$ cat src/rtl/serializador_if.sv
// serializador_if -- handshake/data bundle for the serializador.
//   data_in : parallel word offered by the producer
//   load    : request to serialize data_in
//   x       : serial bit stream, MSB first
//   valid   : x carries a word (or parity) bit
//   busy    : a word is in flight
//   done    : one-cycle pulse after the final bit of a word
// master = producer/observer side, slave = the serializador.
interface serializador_if #(parameter int WIDTH = 8);
  logic [WIDTH-1:0] data_in;
  logic             load;
  logic             x;
  logic             valid;
  logic             busy;
  logic             done;

  modport master (output data_in, load, input x, valid, busy, done);
  modport slave  (input data_in, load, output x, valid, busy, done);
endinterface

$ cat src/rtl/serializador.sv
// serializador -- parallel-to-serial converter, MSB first, with back-to-back
// word support (a load in the last-bit cycle starts the next word with no gap).
// Ports:
//   clk   : rising-edge clock
//   rst_n : asynchronous active-low reset
//   bus   : serializador_if.slave (data_in, load in; x, valid, busy, done out)
// Parameter WIDTH: data bits per word (2..32).
// Optional feature: define SERIALIZADOR_PARITY_EN to append one even-parity
// bit (XOR of the captured word) after bit 0.
module serializador #(
  parameter int WIDTH = 8
) (
  input  logic           clk,
  input  logic           rst_n,
  serializador_if.slave  bus
);

  localparam int CW = $clog2(WIDTH);

`ifdef SERIALIZADOR_PARITY_EN
  typedef enum logic [1:0] {IDLE = 2'd0, SHIFT = 2'd1, PARITY = 2'd2} state_t;
`else
  typedef enum logic {IDLE = 1'b0, SHIFT = 1'b1} state_t;
`endif

  state_t           state;
  logic [WIDTH-1:0] sreg;
  logic [CW-1:0]    cnt;
  logic             valid_q;
  logic             busy_q;
  logic             done_q;
  logic             tail;    // cycle in which the word's final bit is on x
  logic             accept;
`ifdef SERIALIZADOR_PARITY_EN
  logic             par_q;
  logic             last_data;

  assign last_data = (state == SHIFT) && (cnt == '0);
  assign tail      = (state == PARITY);
`else
  assign tail      = (state == SHIFT) && (cnt == '0);
`endif

  // Loads are only honoured when idle or while the final bit is presented.
  assign accept = bus.load && ((state == IDLE) || tail);

  always_ff @(posedge clk or negedge rst_n) begin
    if (!rst_n) begin
      state   <= IDLE;
      sreg    <= '0;
      cnt     <= '0;
      valid_q <= 1'b0;
      busy_q  <= 1'b0;
      done_q  <= 1'b0;
`ifdef SERIALIZADOR_PARITY_EN
      par_q   <= 1'b0;
`endif
    end else begin
      // done is a pure delayed copy of tail: exactly one cycle per word.
      done_q <= tail;
      if (accept) begin
        state   <= SHIFT;
        sreg    <= bus.data_in;
        cnt     <= CW'(WIDTH - 1);
        valid_q <= 1'b1;
        busy_q  <= 1'b1;
`ifdef SERIALIZADOR_PARITY_EN
        par_q   <= ^bus.data_in;
`endif
      end else if (tail) begin
        state   <= IDLE;
        sreg    <= '0;   // keeps x low while idle
        cnt     <= '0;
        valid_q <= 1'b0;
        busy_q  <= 1'b0;
`ifdef SERIALIZADOR_PARITY_EN
      end else if (last_data) begin
        // Park the parity bit in the MSB so x stays a plain register tap.
        state <= PARITY;
        sreg  <= {par_q, {(WIDTH-1){1'b0}}};
`endif
      end else if (state == SHIFT) begin
        // cnt is non-zero here, so it never wraps.
        sreg <= {sreg[WIDTH-2:0], 1'b0};
        cnt  <= cnt - 1'b1;
      end
    end
  end

  assign bus.x     = sreg[WIDTH-1];
  assign bus.valid = valid_q;
  assign bus.busy  = busy_q;
  assign bus.done  = done_q;

endmodule
$ cat src/flat_wrapper.sv
// flat-port wrapper written by rule: the top's interface ports become plain ports
module serializador_flat 
#(
  parameter int WIDTH = 8
)
  (clk, rst_n, bus_data_in, bus_load, bus_x, bus_valid, bus_busy, bus_done);
  serializador_if #(.WIDTH(WIDTH)) bus_i ();
  input  logic clk;
  input  logic rst_n;
  input wire logic [$bits(bus_i.data_in)-1:0] bus_data_in;
  input wire logic [$bits(bus_i.load)-1:0] bus_load;
  output wire logic [$bits(bus_i.x)-1:0] bus_x;
  output wire logic [$bits(bus_i.valid)-1:0] bus_valid;
  output wire logic [$bits(bus_i.busy)-1:0] bus_busy;
  output wire logic [$bits(bus_i.done)-1:0] bus_done;
  assign bus_i.data_in = bus_data_in;
  assign bus_i.load = bus_load;
  assign bus_x = bus_i.x;
  assign bus_valid = bus_i.valid;
  assign bus_busy = bus_i.busy;
  assign bus_done = bus_i.done;
  serializador #(.WIDTH(WIDTH)) u_core (.clk(clk), .rst_n(rst_n), .bus(bus_i));
endmodule
$ cat config.mk
export PLATFORM = sky130hd
export DESIGN_NAME = serializador_flat
export DESIGN_NICKNAME = d
export VERILOG_FILES = /design/src/rtl/serializador_if.sv /design/src/rtl/serializador.sv /design/src/flat_wrapper.sv
export SDC_FILE = /design/constraint.sdc
export NUM_CORES = 1
export LEC_CHECK = 0
export CORE_MARGIN = 2
export CORE_UTILIZATION = 41
export DETAILED_ROUTE_END_ITERATION = 8
export HOLD_SLACK_MARGIN = 0.15
export PLACE_DENSITY = 0.71
export SLEW_MARGIN = 20
export SYNTH_ARGS = -nofsm -noshare
export SYNTH_HDL_FRONTEND = slang
export SYNTH_SLANG_ARGS = --single-unit
$ cat constraint.sdc
create_clock -name clk -period 1.4 [get_ports clk]
set_input_delay 0.21 -clock clk [delete_from_list [all_inputs] [get_ports clk]]
set_output_delay 0.21 -clock clk [all_outputs]
set_load 0.02 [all_outputs]
== Word level (Yosys, flattened, before mapping) ==
Cells that the tools add are included.

* Divide/modulo/power cells: 0
* $mul: 0
* Muxes and demuxes: 8
* Add/sub/neg operators: 1
* Bitwise logic cells: 1
* Shift-type cells: 0
* Eq/ne operators: 0
* Order comparisons: 0
* Reduce and logical (&&, ||, !) cells: 6

{| class="wikitable"
|+ Operators by type and width
! operator !! number
|-
| 8-bit 2-to-1 mux || 3
|-
| 3-bit 2-to-1 mux || 3
|-
| 3-bit logical NOT || 1
|-
| 3-bit nonzero test || 1
|-
| 3-bit by 1-bit subtractor with 3-bit output, second input constant || 1
|-
| 1-bit logical AND || 2
|-
| 1-bit 2-to-1 mux || 2
|-
| 2-bit nonzero test || 1
|-
| 1-bit logical OR || 1
|-
| 1-bit inverter || 1
|}

* Input port bits: 11
* Memories: 0
* Register bits: 13
* Output and inout bits: 4
* Latch bits: 0
* Memory bits (read-only): 0
* Word-level logic and storage cells: 20
* Memory bits (writable): 0

== Depth between registers and ports, before layout ==
* Depth in word-level cells: 5
* Mapped depth: 6
* Depth with buffers taken out: 5

== Least setup slack after synthesis ==
No wires, ideal clock.

* Kind: flip-flop to flip-flop
* From: register u_core.cnt[0]
* To: register u_core.sreg[1]
* Path slack: -0.063 ns
* Data required time: 1.274 ns
* Library setup time: 0.126 ns
* Clock period less this slack: 1.463 ns
* Buffers on the path: 1
* Stages on the path, launching flop included: 7
* Arrival: 1.337 ns
* Cells stage by stage: dfrtp_1 inv_1 ha_1 nand2b_4 and2_4 buf_6 a221o_1

* Longest elaborated chain between the ends: 5
* Elaborated cells on any way between the ends: 7
* Classes of those cells: 2 x mux; 5 x reduce/logical

{| class="wikitable"
|+ Ends and longest elaborated chain
! item !! line !! RTL
|-
| from (decl) || serializador.sv:28 || <nowiki>logic [CW-1:0] cnt;</nowiki>
|-
| from (signal assigned) || serializador.sv:64 || <nowiki>cnt <= CW'(WIDTH - 1);</nowiki>
|-
| from (signal assigned) || serializador.sv:85 || <nowiki>cnt <= cnt - 1'b1;</nowiki>
|-
| 3-bit logical NOT * || serializador.sv:41 || <nowiki>assign tail = (state == SHIFT) && (cnt == '0);</nowiki>
|-
| 1-bit logical AND * || serializador.sv:41 ||
|-
| 1-bit logical OR || serializador.sv:45 || <nowiki>assign accept = bus.load && ((state == IDLE) || tail);</nowiki>
|-
| 1-bit logical AND || serializador.sv:45 ||
|-
| 3-bit nonzero test (no source line) or 8-bit 2-to-1 mux (tied branches) || n/a ||
|-
| to (signal assigned) || serializador.sv:63 || <nowiki>sreg <= bus.data_in;</nowiki>
|-
| to (signal assigned) || serializador.sv:84 || <nowiki>sreg <= {sreg[WIDTH-2:0], 1'b0};</nowiki>
|-
| to (decl) || serializador.sv:27 || <nowiki>logic [WIDTH-1:0] sreg;</nowiki>
|}

Mark *: on every way between the ends. The rest lies on a longest branch, timed or not.
A chain may end at the register's enable or synchronous reset.

== Final worst setup path ==
Ends and elaborated chain as after synthesis.

==> run_results.csv <==
group,metric,value,unit
synth,yosysTopAreaCell,"dfrtp_1",
timing,max_freq,743,MHz
grt,grt_pass1_vias,449,
route,drt_iter0_markers,8,
synth,synthFlopType,"dfrtp_1",
synth,synthTopCellsByArea,"dfrtp_1 (53%), a221o_1 (11%), and2_1 (7.1%), ha_1 (4.1%), nor2_1 (2.4%)",
synth,synth_most_common_cell,"dfrtp_1",
layout,final_nets,88,
timing,whs,0.237,ns
pwr,power_density,1780,nW/um^2
cts,clock_path_buffers,2,
cts,cts_buffers,3,
cts,cts_setup_buffers,0,
layout,fillCellCount,121,
floorplan,die_w,42.7,um
timing,hold_violations,0,
cts,clk_pin_slew,0.07,ns
floorplan,pin_count,15,
critical_path,startpoint_type,"flop",
route,drtPass1Iterations,4,
synth,synth_area,613,um^2
layout,drive_gt1_share,20.3,%
grt,grt_start_max_net_pins,14,
synth,syn_area_per_cell,11.6,um^2
cts,root_buffer,"clkbuf_4",
route,vias,443,
run_status,status,"completed",
pwr,p_leak,0.396,nW
critical_path,crit_required,1.56,ns
route,drc_errors,0,
timing,tns,0,ns
critical_path,critPathKind,"flop to flop",
timing,period_share,96.1,%
synth,synth_warnings,0,
critical_path,setup.worst_path.end_class,"flop",
floorplan,row_count,13,
hold_path,hold_class,"input port to asynchronous set/reset pin",
timing,slew_headroom,76.8,%
floorplan,coreArea,1350,um^2
grt,grt_antenna_before_repair,0,
placed_design,place_congestion,0.766,
floorplan,initial_utilization,45.4,%
timing,rsz0062_at_grt,"no",
placed_design,placed_cell_area,803,um^2
synth,yosys_register_bits,13,
critical_path,cp_max_fo,10,
synth,syn-instance-count,53,
synth,syn_nets,66,
synth,synth_edf_count,0,
grt,grt_pass1_wl,2.11,mm
synth,synthArstFlopShare,100,%
grt,grt_overflow,0,
placed_design,dp_hpwl,850,um
route,vias_per_cell,4.98,
floorplan,die_h,42.7,um
route,drt_wl_total,1.12,mm
layout,syn2layout_area_growth,34.5,%
cts,clk_latency,0.27,ns
timing,setup_viol,0,
flow_run,drv_cap,0,
floorplan,die_area,1820,um^2
pwr,vdd_drop_max,794,uV
cts,htree_levels,1,
synth,synthDistinctLibCells,21,
route,wl_per_cell,12.6,um
synth,synth_top_area_share,53.1,%
cts,cts_tree,"done",
timing,finalMaxSlewViolations,0,
critical_path,worstPathArrival,1.51,ns
grt,track_usage,15.5,%
placed_design,portBuffers,14,
layout,final_core_util,61.1,%
synth,yosysSeqAreaShare,53.1,%
timing,finClkSkew,0.00176,ns
layout,diodes,0,
cts,numClockSinks,13,
timing,worst_pin_slew,0.347,ns
timing,min_period,1.35,ns
layout,finalInstanceArea,825,um^2
route,ant_nets,0,
synth,ys_top_cells_by_count,"dfrtp_1 (13), a221o_1 (7), and2_1 (7)",
[cells in the final DEF (no fill, tap or decap), drive strengths merged]
cell / count
a21oi: 2
a221o: 7
inv: 4
o21a: 1
o21ai: 2
dlygate4sd2: 4
buf: 5
nor2: 4
ha: 2
mux2: 1
nand2: 2
nand2b: 1
clkdlybuf4s50: 10
or2: 1
clkbuf: 4
dfrtp: 13
and2: 8
nor3: 1
a22oi: 1
a211o: 1
[metal layers]
metal / global-route usage, % / vias to the layer above / wire [um]
met5: 0 / - / 0
met4: 5.63 / 0 / 5
met3: 6.81 / 2 / 77
met2: 21.8 / 13 / 498
met1: 21.0 / 197 / 538
li1: - / 231 / -
[state kept, by name, summed over array words and instances, names as in the netlist]
| signal | cells |
|---|---|
| u_core.bus.done | 1 |
| u_core.bus.valid | 1 |
| u_core.cnt | 3 |
| u_core.sreg | 8 |
[report_power, final]
part | switching, mW | internal (mW) | leakage (nW)
combinational | 0.305 | 0.342 | 0.216
clock | 0.116 | 0.110 | 0.0150
sequential | 0.0734 | 0.516 | 0.165
[worst paths after layout]
path	from	end	slack (ns)	cells after the start
min in group clk	bus_data_in[0]	u_core.sreg[0]	0.49	3
min	rst_n	u_core.cnt[2]	0.24	2
min reg2reg	u_core.sreg[0]	u_core.sreg[0]	0.51	2
max in group asynchronous	rst_n	u_core.bus.done	1.01	2
max	u_core.cnt[0]	u_core.sreg[1]	0.05	5
max reg2reg	u_core.cnt[0]	u_core.sreg[1]	0.05	5
[logic make-up (layout without fill, tap and decap cells)]
family / Yosys count / after routing / synth area share [%]
fa+ha+maj: 2 / 2 / 4.08
buf+inv: 6 / 27 / 5.51
mux: 1 / 1 / 1.84
compound gates: 14 / 14 / 19.2
flops: 13 / 13 / 53.1
simple gates: 17 / 17 / 16.3
[final cells by class]
cell class                 instances  area, um^2  area share [%]
timing repair buffer              19         173            20.9
sequential                        13         325            39.5
inverter                           4        15.0            1.82
clock buffer                       4        26.3            3.19
multi-input combinational         34         267            32.3
tap                               15        18.8            2.28
[critical path: stages (launching register included)]
cell and delay [ns]:
dfrtp_1 0.37, inv_2 0.10, ha_4 0.17, nand2b_4 0.07
and2_4 0.18, a221o_1 0.35
[repair_timing]
action	4_1_cts	5_1_grt
hold endpoints to repair	0	0
pin swaps	0	2
hold buffers	0	0
gates resized for setup	4	0
setup endpoints to repair	4	7
[metrics by stage]
stage | cells | total power [mW] | worst slack [ns]
final | 89 | 1.46 | 0.0544
after global routing | 89 | 1.59 | 0.00265
after CTS | 89 | 1.49 | 0.0267
after detailed placement | 85 | 1.29 | -0.0354
after global placement | 85 | 1.26 | -0.00585
after floorplan | 53 | 1.08 | 0.0338
No activity file was read; power rests on OpenSTA's default activity.
